### src/rtl/esm_dep_scheduler.sv
// esm_dep_scheduler: in-flight window with dependency matrix, round-robin issue and completion wakeup
module esm_dep_scheduler #(
  parameter int Instr_word_size = 32,
  parameter int regnum = 32,
  parameter int bs = 16,
  parameter bit WAW_EN = 1'b1,
  localparam int reg_addr_bits = $clog2(regnum),
  localparam int bs_bits = $clog2(bs)
) (
  input  logic                       clk,
  input  logic                       rst,
  input  logic                       in_valid,
  output logic                       in_ready,
  input  logic [Instr_word_size-1:0] Instr_in,
  input  logic                       ALUSrc,
  input  logic                       RegWrite,
  output logic [bs_bits-1:0]         alloc_index,
  output logic                       issue_valid,
  input  logic                       issue_ready,
  output logic [bs_bits-1:0]         ready_index,
  input  logic                       cmpl_valid,
  input  logic [bs_bits-1:0]         cmpl_index,
  output logic [bs_bits:0]           occupancy,
  output logic                       cmpl_err
);
  typedef enum logic [1:0] {FREE, WAIT, ISSUED} slot_t;
  slot_t                    st [bs];
  slot_t                    st_n [bs];
  logic [bs-1:0]            dep [bs];
  logic [bs-1:0]            dep_n [bs];
  logic                     pv [regnum];
  logic                     pv_n [regnum];
  logic [bs_bits-1:0]       pw [regnum];
  logic [bs_bits-1:0]       pw_n [regnum];
  logic [bs_bits-1:0]       rr_ptr;
  logic [bs-1:0]            rdy;
  logic [bs-1:0]            new_row;
  logic [reg_addr_bits-1:0] rs1, rs2, rd;
  logic                     disp, hs, cmpl_ok;
  logic                     unused_bits;
  assign rs1 = Instr_in[15 +: reg_addr_bits];
  assign rs2 = ALUSrc ? Instr_in[20 +: reg_addr_bits] : '0;
  assign rd = RegWrite ? Instr_in[7 +: reg_addr_bits] : '0;
  assign unused_bits = ^{Instr_in[Instr_word_size-1:25], Instr_in[14:12], Instr_in[6:0]};
  assign in_ready = occupancy != (bs_bits+1)'(bs);
  assign disp = in_valid && in_ready;
  assign hs = issue_valid && issue_ready;
  assign cmpl_ok = cmpl_valid && st[cmpl_index] == ISSUED;
  // occupancy count, ready vector and lowest free slot, all from registered state
  always_comb begin
    occupancy = '0;
    alloc_index = '0;
    for (int s = bs - 1; s >= 0; s--) begin
      occupancy = occupancy + (bs_bits+1)'(st[s] != FREE);
      rdy[s] = st[s] == WAIT && dep[s] == '0;
      if (st[s] == FREE) alloc_index = bs_bits'(s);
    end
  end
  // first ready slot searching circularly from rr_ptr
  always_comb begin
    issue_valid = 1'b0;
    ready_index = '0;
    for (int i = 0; i < bs; i++) begin
      if (!issue_valid && rdy[rr_ptr + bs_bits'(i)]) begin
        issue_valid = 1'b1;
        ready_index = rr_ptr + bs_bits'(i);
      end
    end
  end
  // dependency row of the dispatching instruction; a producer completing this cycle is bypassed
  always_comb begin
    new_row = '0;
    if (pv[rs1]) new_row[pw[rs1]] = 1'b1;
    if (pv[rs2]) new_row[pw[rs2]] = 1'b1;
    if (WAW_EN && pv[rd]) new_row[pw[rd]] = 1'b1;
    if (cmpl_ok) new_row[cmpl_index] = 1'b0;
  end
  // next slot state and dependency rows; dispatch targets a FREE slot so it never collides with issue or completion
  always_comb begin
    for (int s = 0; s < bs; s++) begin
      st_n[s] = st[s];
      dep_n[s] = dep[s];
      if (cmpl_ok) dep_n[s][cmpl_index] = 1'b0;
      if (hs && ready_index == bs_bits'(s)) st_n[s] = ISSUED;
      if (cmpl_ok && cmpl_index == bs_bits'(s)) st_n[s] = FREE;
      if (disp && alloc_index == bs_bits'(s)) begin
        st_n[s] = WAIT;
        dep_n[s] = new_row;
      end
    end
  end
  // producer table: completion invalidates, a new writer of the same register wins
  always_comb begin
    for (int r = 0; r < regnum; r++) begin
      pv_n[r] = pv[r] && !(cmpl_ok && pw[r] == cmpl_index);
      pw_n[r] = pw[r];
      if (disp && rd != '0 && rd == reg_addr_bits'(r)) begin
        pv_n[r] = 1'b1;
        pw_n[r] = alloc_index;
      end
    end
  end
  // state registers with asynchronous active-low reset
  always_ff @(posedge clk or negedge rst) begin
    if (!rst) begin
      for (int s = 0; s < bs; s++) begin
        st[s] <= FREE;
        dep[s] <= '0;
      end
      for (int r = 0; r < regnum; r++) begin
        pv[r] <= 1'b0;
        pw[r] <= '0;
      end
      rr_ptr <= '0;
      cmpl_err <= 1'b0;
    end else begin
      st <= st_n;
      dep <= dep_n;
      pv <= pv_n;
      pw <= pw_n;
      rr_ptr <= hs ? ready_index + 1'b1 : rr_ptr;
      cmpl_err <= cmpl_err || (cmpl_valid && !cmpl_ok);
    end
  end
endmodule

### config.mk
export PLATFORM = sky130hd
export DESIGN_NAME = esm_dep_scheduler
export DESIGN_NICKNAME = d
export VERILOG_FILES = /design/src/rtl/esm_dep_scheduler.sv
export SDC_FILE = /design/constraint.sdc
export NUM_CORES = 1
export LEC_CHECK = 0
export BUFFER_PORTS_ARGS = -buffer_cell sky130_fd_sc_hd__buf_2
export CORE_MARGIN = 4
export CORE_UTILIZATION = 50
export DETAILED_ROUTE_END_ITERATION = 8
export PLACE_DENSITY = 0.77
export SETUP_SLACK_MARGIN = 0.4
export SLEW_MARGIN = 25
export SYNTH_ARGS = -nofsm -noshare
export SYNTH_HDL_FRONTEND = slang
export SYNTH_SLANG_ARGS = --single-unit
### constraint.sdc
create_clock -name clk -period 8.1 [get_ports clk]
set_input_delay 0.405 -clock clk [delete_from_list [all_inputs] [get_ports clk]]
set_output_delay 0.405 -clock clk [all_outputs]
set_load 0.05 [all_outputs]
[Word level (Yosys, flattened, before mapping)]
Index checks and enable logic that the tools add are counted.
Widths: inputs -> output; s select.
Cells by class
  $add $sub $neg: 31
  $lt $le $gt $ge: 28
  eq/ne operators: 126
  multiplexer cells: 227
  bitwise logic cells: 24
  reductions and logical operators: 318
Operators by type and width (number)
  $mux 16: 36
  $and 16x16->16: 17
  $logic_not 16->1: 16
  $logic_and 1x1->1: 184
  $mux 4: 38
  $eq 4x4->1: 32
  $lt 4x5->1 const B: 20
  $mux 2: 50
  $eq 4x4->1 const B: 24
  $eq 5x5->1 const B: 16
  $mux 1: 74
  $bmux 1 s4: 16
  $reduce_bool 2->1: 32
  $bmux 4 s5: 3
  $add 5x1->5: 11
  $eq 4x3->1 const B: 12
  $logic_not 1->1: 48
  $reduce_bool 3->1: 16
  $eq 5x4->1 const B: 8
  $add 4x4->4 const B: 8
  $eq 2x1->1 const B: 16
  $logic_not 2->1: 16
  $or 16x16->16: 2
  $eq 4x2->1 const B: 6
  other kinds (27): 53
Storage, ports and cells
  flip-flop bits (word level): 453
  input bits: 43
  output and inout port bits: 16

[Longest topological paths before layout]
  depth after elaboration: 55
  gate-level depth with buffers: 23

[Worst setup path before layout]
OpenSTA, ideal clock, no wires.
  path type: reg2reg
  start: reg st[14] in the netlist's numbering
  end: reg dep[98] in the netlist's numbering
  data arrival time: 6.311 ns
  setup slack: 1.716 ns
  stages on the path, launching flop included: 22
  cell sequence: dfrtp_1 -> or2_2 -> fa_1 -> inv_1 -> fa_1 -> fa_1 -> inv_1 -> fa_1 -> ha_1 -> inv_1 -> fa_1 -> xnor2_1 -> nor3_1 -> nand3b_1 -> nand2_1 -> clkbuf_1 -> nor2_1 -> nand2_1 -> nor3_1 -> clkbuf_1 -> o21ai_0 -> nor2_1
On the way
  longest elaborated chain between the ends: 14
RTL lines
  start: declaration: line 27  | slot_t st [bs];
  start signal: assignment: line 117  | st <= st_n;
  $reduce_bool 2->1 *: line 54  | occupancy = occupancy + (bs_bits+1)'(st[s] != FREE);
  $add 5x1->5 * (9 in a row): line 54
  via occupancy[2]: line 23  | output logic [bs_bits:0] occupancy,
  $ne 5x5->1 *: line 45  | assign in_ready = occupancy != (bs_bits+1)'(bs);
  via in_ready: line 13  | output logic in_ready,
  $logic_and 1x1->1 *: line 46  | assign disp = in_valid && in_ready;
  $logic_and 1x1->1 *: line 86  | if (disp && alloc_index == bs_bits'(s)) begin
  $mux 16 or $reduce_bool 2->1 (tied branches)
  end signal: assignment: line 118  | dep <= dep_n;
  end: declaration: line 29  | logic [bs-1:0] dep [bs];
The timed path passes the listed nets; every way through them passes the cells marked *. The select of a mux whose other input is x is not followed.
A chain may end at the register's enable or synchronous reset.

[Worst setup path in the final report]
  start: reg rr_ptr[2]
  end: out ready_index[1]
On the way
  longest elaborated chain between the ends: 48
RTL lines
  start: declaration: line 35  | logic [bs_bits-1:0] rr_ptr;
  start signal: assignment: line 121  | rr_ptr <= hs ? ready_index + 1'b1 : rr_ptr;
  parallel branches: the longest is 47 deep, another holds $add 4x1->4
  $mux 4 *: line 64  | if (!issue_valid && rdy[rr_ptr + bs_bits'(i)]) begin
  end: declaration: line 20  | output logic [bs_bits-1:0] ready_index,
Every way passes the cells marked *. The select of a mux whose other input is x is not followed.

==> metrics.md <==
| Metric | Value |
|---|---|
| Detailed Route WL | `103.2 mm` |
| Yosys cell types | `100` |
| Final period utilization | `0.8138` |
| Startpoint types | `flop` |
| Worst skew pair latency | `630 ps` |
| Clk root buf | `clkbuf_16` |
| Placer congestion estimate | `1.016` |
| Setup bufs post-CTS | `0` |
| Clock transition at path regs | `60 ps` |
| Number of port buffers | `41` |
| Number of CTS-inserted buffers | `50` |
| Post-DP HPWL | `70.83 mm` |
| Most common cell after layout, fill and taps aside | `dfrtp_1` |
| Tot GR Track Use | `0.3354` |
| Synth Flop Type | `dfrtp_1` |
| Fillers | `4768` |
| Core area | `55520 sq um` |
| H-tree depth | `2` |
| Die area | `60340 sq um` |
| # IOs | `59` |
| Max Slew Vio Count | `0` |
| Number of global-route vias before repair | `25770` |
| Final min period | `6592 ps` |
| Max cap viols | `0` |
| Tightest Pin Transition | `1132 ps` |
| Ys async rst share | `1.000` |
| First-pass GRT wire length | `156.9 mm` |
| Post-placement cell area | `29200 sq um` |
| WP data arrival | `6190 ps` |
| Mapped Area | `28240 sq um` |
| Compound-Gate Fraction of Synth Area | `0.1849` |
| Final hold vios | `0` |
| Clock sink count | `453` |
| Post-synthesis mux area share | `0.1216` |
| Die Wd | `245.7 um` |
| CTS max path bufs | `3` |
| Slew HR | `0.2452` |
| CTS tree | `done` |
| Clock Skew | `38.61 ps` |
| Largest family of logic cells by synthesized area | `simple AND/OR/NAND/NOR gates` |
| Post-Synth XOR/XNOR Area | `0.04613` |
| Sequential element share of the synthesized area | `0.4014` |
| GRT Residual Overflow | `0` |
| Finished Cell Area | `30970 sq um` |
| Cts hold-fix bufs | `1` |
| Initial antenna violation count | `2` |
| Simple logic cell fraction of the synthesized area | `0.1925` |
| Adder-cell share of the synthesized area | `0.01506` |
| # rows | `86` |
| Synthesized net count | `3064` |
| Crit Path Max Fanout | `10` |
| Cts repair resizes | `0` |
| Syn_area_per_cell | `9.435 sq um` |
| Initial Util | `0.5086` |
| Largest net degree at the start of global routing | `182` |
| WL/cell | `27.70 um` |
| Post-DRT Antenna Nets | `0` |
| Synth warn | `0` |
| Synthesis-stage register bit count | `453` |
| Unrepaired setup endpoints after global routing | `no` |
| Layout Nets | `3010` |
| Final setup viols | `0` |
| Setup tns final | `0 ps` |
| Post-Syn Instances | `2993` |
| EDFF count, synth | `0` |
| Crit path capture type | `output pin` |
| Vias per cell | `7.056` |
| Area Overhead vs Synth | `9.664%` |
| DRC Markers | `14` |
| Worst Setup Path Type | `reg2out` |
| Most frequent cells in the layout | `dfrtp_1, nor2_1, o21ai_0, nand2_1, nand3_1` |
| Status | `finished, violations left` |
| Drt pass-1 iters | `9` |
| Worst Hold Class | `in2reg` |
| FMAX | `0.1517 GHz` |
| Failing checks | `design-rule violations` |
| First DRT Iteration DRCs | `3506` |
| Layout cell share with drive strength beyond 1 | `0.1609` |
| Die height | `245.7 um` |
| Via count | `26300` |
| Worst EP required | `7700 ps` |
## metal layers
| layer | up-vias | track usage | share of wire |
|---|---|---|---|
| li1 | 11090 | - | - |
| met1 | 12940 | 0.4384 | 0.37 |
| met2 | 1831 | 0.5248 | 0.45 |
| met3 | 432 | 0.07262 | 0.11 |
| met4 | 0 | 0.1810 | 0.062 |
| met5 | - | 0 | 0 |
## cell type report
cell class | instances | area, sq um | area share
antenna | 2 | 5.005 | 0.0001616
sequential | 453 | 11340 | 0.3661
multi-input combinational | 2263 | 15950 | 0.5149
tap | 748 | 935.9 | 0.03022
inverter | 56 | 210.2 | 0.006788
clock buffer | 76 | 1479 | 0.04776
timing repair buffer | 115 | 852.1 | 0.02752
clock inverter | 14 | 201.4 | 0.006505
## flip-flops by register name, indices dropped and copies added, names as in the netlist
register	cells
cmpl_err	1
pv	32
rr_ptr	4
st	32
dep	256
pw	128
## critical path, cell delays in order (launching register included)
cell and delay (ps):
dfrtp_1 750, ha_1 370, a21oi_1 130, xnor2_2 650, o221ai_1 420, o311ai_0 310
o21ai_1 200, a21oi_1 450, nand3_1 360, nor3_1 470, nor4b_1 340, o2111ai_1 170
a21oi_1 400, inv_1 260, buf_2 270
## cell families after synthesis
family	after synthesis
buffers and inverters	277
xor gates and xnor gates	147
muxes	220
adders and majority gates	28
DFF	453
and+or+nand+nor	1083
AOI/OAI and AO/OA	785
## metrics by stage
step / instances / setup WS (ps) / util / hold WS (ps)
6_report: 3727 / 1508 / 0.5577 / 35.21
5_1_grt: 3726 / 1400 / 0.5577 / 41.55
4_1_cts: 3723 / 1620 / 0.5564 / 16.27
3_5_place_dp: 3632 / 1825 / 0.5259 / 465.0
2_1_floorplan: 2993 / 1716 / - / 109.4
3_3_place_gp: 3630 / 1911 / 0.5253 / 454.6
## path summary, 6_finish.rpt
| kind | startpoint | to | slack (ps) | cells past startpoint |
|---|---|---|---|---|
| worst max-delay path | rr_ptr[2] | ready_index[1] | 1510 | 14 |
| worst min-delay path | cmpl_valid | cmpl_err | 40 | 3 |
| worst min register to register | cmpl_err | cmpl_err | 480 | 1 |
| max in group asynchronous | rst | dep[233] | 6150 | 4 |
| worst max register to register | st[10] | dep[236] | 1660 | 20 |
| min in group asynchronous | rst | pw[56] | 440 | 2 |
## synth_stat cells, drive strengths merged (30+ instances only)
cell	number	area (sq um)
a211oi	154	1179
a21oi	77	392.9
a221oi	47	411.6
buf	41	197.7
clkbuf	180	675.7
dfrtp	453	11340
inv	55	206.5
mux2	104	1175
mux2i	30	307.8
mux4	86	1952
nand2	202	760.7
nand3	158	810.8
nand4	43	269.0
nor2	344	1299
nor3	119	605.6
nor4	65	494.2
o21ai	250	1251
o22ai	102	638.1
xnor2	143	1267
Power is not shown: default switching activity piles up to over one toggle a cycle in this logic, so the estimate is an artifact.
